==> config.mk <==
export PLATFORM = sky130hd
export DESIGN_NAME = inv_shift_rows_buf
export DESIGN_NICKNAME = d
export VERILOG_FILES = /design/src/rtl/inv_shift_rows_buf.sv
export SDC_FILE = /design/constraint.sdc
export NUM_CORES = 1
export LEC_CHECK = 0
export BUFFER_PORTS_ARGS = -buffer_cell sky130_fd_sc_hd__buf_2
export CAP_MARGIN = 40
export CORE_MARGIN = 3
export CORE_UTILIZATION = 47
export DETAILED_ROUTE_END_ITERATION = 6
export PLACE_DENSITY = 0.8
export SYNTH_ARGS = -nofsm -noshare
export SYNTH_HDL_FRONTEND = slang
export SYNTH_SLANG_ARGS = --single-unit
export TNS_END_PERCENT = 20
==> constraint.sdc <==
create_clock -name clk -period 6.9 [get_ports clk]
set_clock_uncertainty 0.05 [all_clocks]
set_input_delay 1.035 -clock clk [delete_from_list [all_inputs] [get_ports clk]]
set_output_delay 1.035 -clock clk [all_outputs]
set_load 0.03 [all_outputs]
==> src/rtl/inv_shift_rows_buf.sv <==
// -----------------------------------------------------------------------------
// inv_shift_rows_buf
//
// InvShiftRows stage for the AES decryption path, followed by a small FIFO
// with valid/ready handshaking on both sides. Each accepted 128-bit state is
// permuted on the way in and held until the downstream InvSubBytes stage
// takes it. States leave in the order they arrived.
//
// Byte layout: byte k sits in bits [8k:8k+7], where bit 0 is the MSB of byte 0.
// Bytes are row-major, so byte 4r+c is row r, column c.
// Permutation: out byte 4r+c = in byte 4r+((c-r) mod 4). Row r is rotated
// right by r bytes.
//
// Parameters:
//   DEPTH      FIFO capacity in states. Must be a power of two and >= 2.
//
// Ports:
//   clk        rising-edge clock
//   rst        synchronous active-high reset (pointers and count only)
//   flush      synchronous discard of every buffered state
//   in_valid   upstream presents in_data
//   in_ready   a state can be accepted this cycle
//   in_data    incoming AES state
//   out_valid  out_data holds the oldest buffered state
//   out_ready  downstream accepts out_data this cycle
//   out_data   InvShiftRows of the oldest accepted state
//   count      number of buffered states (0..DEPTH)
// -----------------------------------------------------------------------------
module inv_shift_rows_buf #(
  parameter int DEPTH = 2
) (
  input  logic                   clk,
  input  logic                   rst,
  input  logic                   flush,
  input  logic                   in_valid,
  output logic                   in_ready,
  input  logic [0:127]           in_data,
  output logic                   out_valid,
  input  logic                   out_ready,
  output logic [0:127]           out_data,
  output logic [$clog2(DEPTH):0] count
);

  localparam int AW = $clog2(DEPTH);
  localparam int CW = AW + 1;
  localparam logic [CW-1:0] FULL_COUNT = CW'(DEPTH);

  // The permutation is pure wiring, so the storage holds states that are
  // already permuted.
  logic [0:127] shifted;

  generate
    for (genvar gi = 0; gi < 16; gi++) begin : g_byte
      localparam int ROW = gi / 4;
      localparam int COL = gi % 4;
      localparam int SRC = 4 * ROW + ((COL - ROW + 4) % 4);
      assign shifted[8*gi +: 8] = in_data[8*SRC +: 8];
    end
  endgenerate

  // The storage is read asynchronously. This gives first-word fall-through:
  // a state is visible on out_data in the cycle after it is written.
  logic [0:127] mem [DEPTH];

  logic [AW-1:0] wr_ptr_reg, wr_ptr_next;
  logic [AW-1:0] rd_ptr_reg, rd_ptr_next;
  logic [CW-1:0] count_reg,  count_next;

  logic push;
  logic pop;

  // in_ready does not look at out_ready. This keeps any combinational
  // ready path out of the block. A full FIFO therefore refuses a push even
  // when a pop happens in the same cycle.
  assign in_ready  = !rst && (count_reg < FULL_COUNT);
  assign out_valid = (count_reg != '0);
  assign out_data  = mem[rd_ptr_reg];
  assign count     = count_reg;

  assign push = in_valid && in_ready;
  assign pop  = out_valid && out_ready;

  always_comb begin
    wr_ptr_next = wr_ptr_reg;
    rd_ptr_next = rd_ptr_reg;
    count_next  = count_reg;
    if (flush) begin
      // A flush takes priority over any handshake in the same cycle.
      wr_ptr_next = '0;
      rd_ptr_next = '0;
      count_next  = '0;
    end else begin
      // DEPTH is a power of two, so the natural pointer overflow is the wrap.
      if (push) wr_ptr_next = wr_ptr_reg + AW'(1);
      if (pop)  rd_ptr_next = rd_ptr_reg + AW'(1);
      case ({push, pop})
        2'b10:   count_next = count_reg + CW'(1);
        2'b01:   count_next = count_reg - CW'(1);
        default: count_next = count_reg;
      endcase
    end
  end

  always_ff @(posedge clk) begin
    if (rst) begin
      wr_ptr_reg <= '0;
      rd_ptr_reg <= '0;
      count_reg  <= '0;
    end else begin
      wr_ptr_reg <= wr_ptr_next;
      rd_ptr_reg <= rd_ptr_next;
      count_reg  <= count_next;
    end
  end

  // The data storage has no reset. Stale entries are never visible, because
  // out_valid is driven only by count.
  always_ff @(posedge clk) begin
    if (push && !flush) begin
      mem[wr_ptr_reg] <= shifted;
    end
  end

endmodule
==> impl_metrics.py <==
metrics = {
    "timing": {
        "tns_ns": 0,
        "finalHoldViolCount": 0,
        "relSlewSlack_pct": 42.0,
        "finalCritPeriodShare_pct": 56.3,
        "min_period_ns": 3.88,
        "worst_slew_pin_slew_ns": 0.869,
        "maxSlewViolCount": 0,
        "max_freq_ghz": 0.258,
        "setup_viol": 0,
        "rsz0062_at_grt": "no",
    },
    "flow_run": {
        "drv_cap": 0,
    },
    "clocking": {
        "ctsResizeCount": 0,
        "h-tree-depth": 1,
        "cts.clk_slew.worst_paths_ns": 0.06,
        "numCtsBuffers": 26,
        "ctsHoldBuffers": 0,
        "clk_latency_ns": 0.51,
        "post-cts-setup-buffers": 0,
        "root_buffer": "clkbuf_16",
        "cts_sinks": 261,
        "clockBufferDepth": 3,
        "cts_tree": "yes",
    },
    "worst_setup_path": {
        "required_ns": 5.81,
        "rr_worst_depth": 3,
        "worstReg2RegStart": "count[1]",
        "crit_arrival_ns": 2.80,
        "path_class": "reg2out",
        "end_kind": "primary output",
        "rrSetupSlack_ns": 4.70,
        "worstPathMaxFanout": 56,
        "r2r-end": "mem[1][121]",
        "worst_setup_path_start_kind": "flop",
    },
    "routing": {
        "drtAntennaViolNets": 0,
        "drc": 0,
        "wl_per_cell_um": 18.0,
        "first_iter_violations": 272,
        "vias": 4927,
        "totalWireLength_um": 17800,
        "dr.pass1.iters": 4,
        "viasPerCell": 4.98,
    },
    "cells_and_area": {
        "area_delta_synth_final_pct": 26.5,
        "mostFrequentLayoutCells": "264 x buf_2, 256 x edfxtp_1, 128 x mux2_2",
        "antenna_cells": 0,
        "fillers": 1439,
        "largest_reg_flops": 256,
        "fin_nets": 842,
        "drive_gt1_share_pct": 60.8,
        "final_common_cell": "buf_2",
    },
    "logic_synthesis": {
        "synth.avg_cell_area_um2": 22.3,
        "synthesis.nets": 558,
        "yosysSeqAreaShare_pct": 82.3,
        "ys_warn_count": 0,
        "yosys.cell_types.count": 18,
        "synth_seq_cells": 261,
        "syn_area_mm2": 0.00946,
        "netlist_instances": 424,
    },
    "placed_design": {
        "portBuffers": 264,
        "dp_hpwl_um": 12200,
        "gp_congestion": 0.772,
    },
    "grt": {
        "grtUsageTotal_pct": 15.4,
        "grt_pass1_wl_um": 27000,
        "grt_pass1_vias": 5302,
        "grt_max_degree": 65,
        "gr-total-overflow": 0,
        "grt_antenna_before_repair": 3,
    },
    "floorplan": {
        "core.rowCount": 51,
        "core_area_mm2": 0.0196,
        "ios": 265,
        "die_area_mm2": 0.0219,
        "dieHeight_um": 148,
        "die_w_um": 148,
        "start_util_pct": 48.3,
    },
    "min_path": {
        "hold_depth": 2,
        "min_from": "count[1]",
        "hold_class": "reg2reg",
        "hold_end": "count[1]",
    },
    "power_and_ir_drop": {
        "power_uw": 3340,
        "cellPowerDensity_mw_per_mm2": 279,
        "vdd_drop_max_v": 0.000194,
        "p_leak_uw": 0.00438,
    },
    "outcome": {
        "status": "finished clean",
    },
}
## worst max-delay path, stage by stage (launching register included)
cell	delay, ns
dfxtp_4	0.79
buf_4	0.56
buf_12	0.29
mux2_2	0.39
buf_2	0.18
## layout make-up
| class | count | area [um2] | area share, % |
|---|---|---|---|
| sequential | 261 | 7790 | 65.1 |
| multi-input combinational | 149 | 1590 | 13.3 |
| timing repair buffer | 270 | 1400 | 11.7 |
| clock buffer | 37 | 773 | 6.46 |
| tap | 265 | 332 | 2.77 |
| clock inverter | 7 | 82.6 | 0.690 |
## cells by family after synthesis
group | count (synthesis) | share of synthesized area, %
buf+inv | 14 | 1.06
xor+xnor | 4 | 0.370
compound gates | 3 | 0.212
fa+ha+maj | 1 | 0.132
simple gates | 13 | 0.675
flops | 261 | 82.3
mux | 128 | 15.2
## synthesized netlist by cell type (all sizes together)
cell type | n | share of area [%]
edfxtp | 256 | 81
mux2 | 128 | 15
buf | 14 | 1.1
dfxtp | 5 | 1.1
nor3 | 4 | 0.21
nor2 | 3 | 0.12
xnor2 | 3 | 0.28
nand2 | 2 | 0.079
a21boi | 1 | 0.079
and3 | 1 | 0.066
ha | 1 | 0.13
nor2b | 1 | 0.066
o21a | 1 | 0.079
o21ai | 1 | 0.053
or2 | 1 | 0.066
or3 | 1 | 0.066
xor2 | 1 | 0.093
## power breakdown
group	switching, uW	internal, uW	total, uW
Clock	525	845	1370
Sequential	8.81	1770	1780
Combinational	114	68.8	183
## metal layers
layer	routed length (um)	share of wire (%)	global-route usage, %	up-vias
met4	431	2.4	4.57	6
li1	-	-	-	2260
met2	9170	51	27.5	229
met3	1580	8.9	4.38	39
met5	34	0.19	0	-
met1	6590	37	18.3	2393
## metrics by stage
step | cell area [um2] | std cells | utilization (%) | hold slack [ns] | setup WS (ns)
detailed placement | 11100 | 945 | 56.7 | 0.490 | 3.51
finish | 12000 | 989 | 61.1 | 0.529 | 3.02
global placement | 11100 | 943 | 56.5 | 0.479 | 3.44
global route | 12000 | 989 | 61.1 | 0.557 | 2.85
CTS | 12000 | 989 | 61.1 | 0.524 | 2.96
floorplan | 9460 | 424 | - | 0.468 | 1.76
## how the worst max path moves through the flow
stage,start,cells after the start,to
finish,flop,4,out_data[75]
floorplan,in_valid,3,mem[0][0]
global route,flop,4,out_data[14]
detailed placement,flop,4,out_data[14]
global placement,in_valid,4,mem[1][118]
CTS,flop,4,out_data[14]
Power figures use the tool's default switching activity.
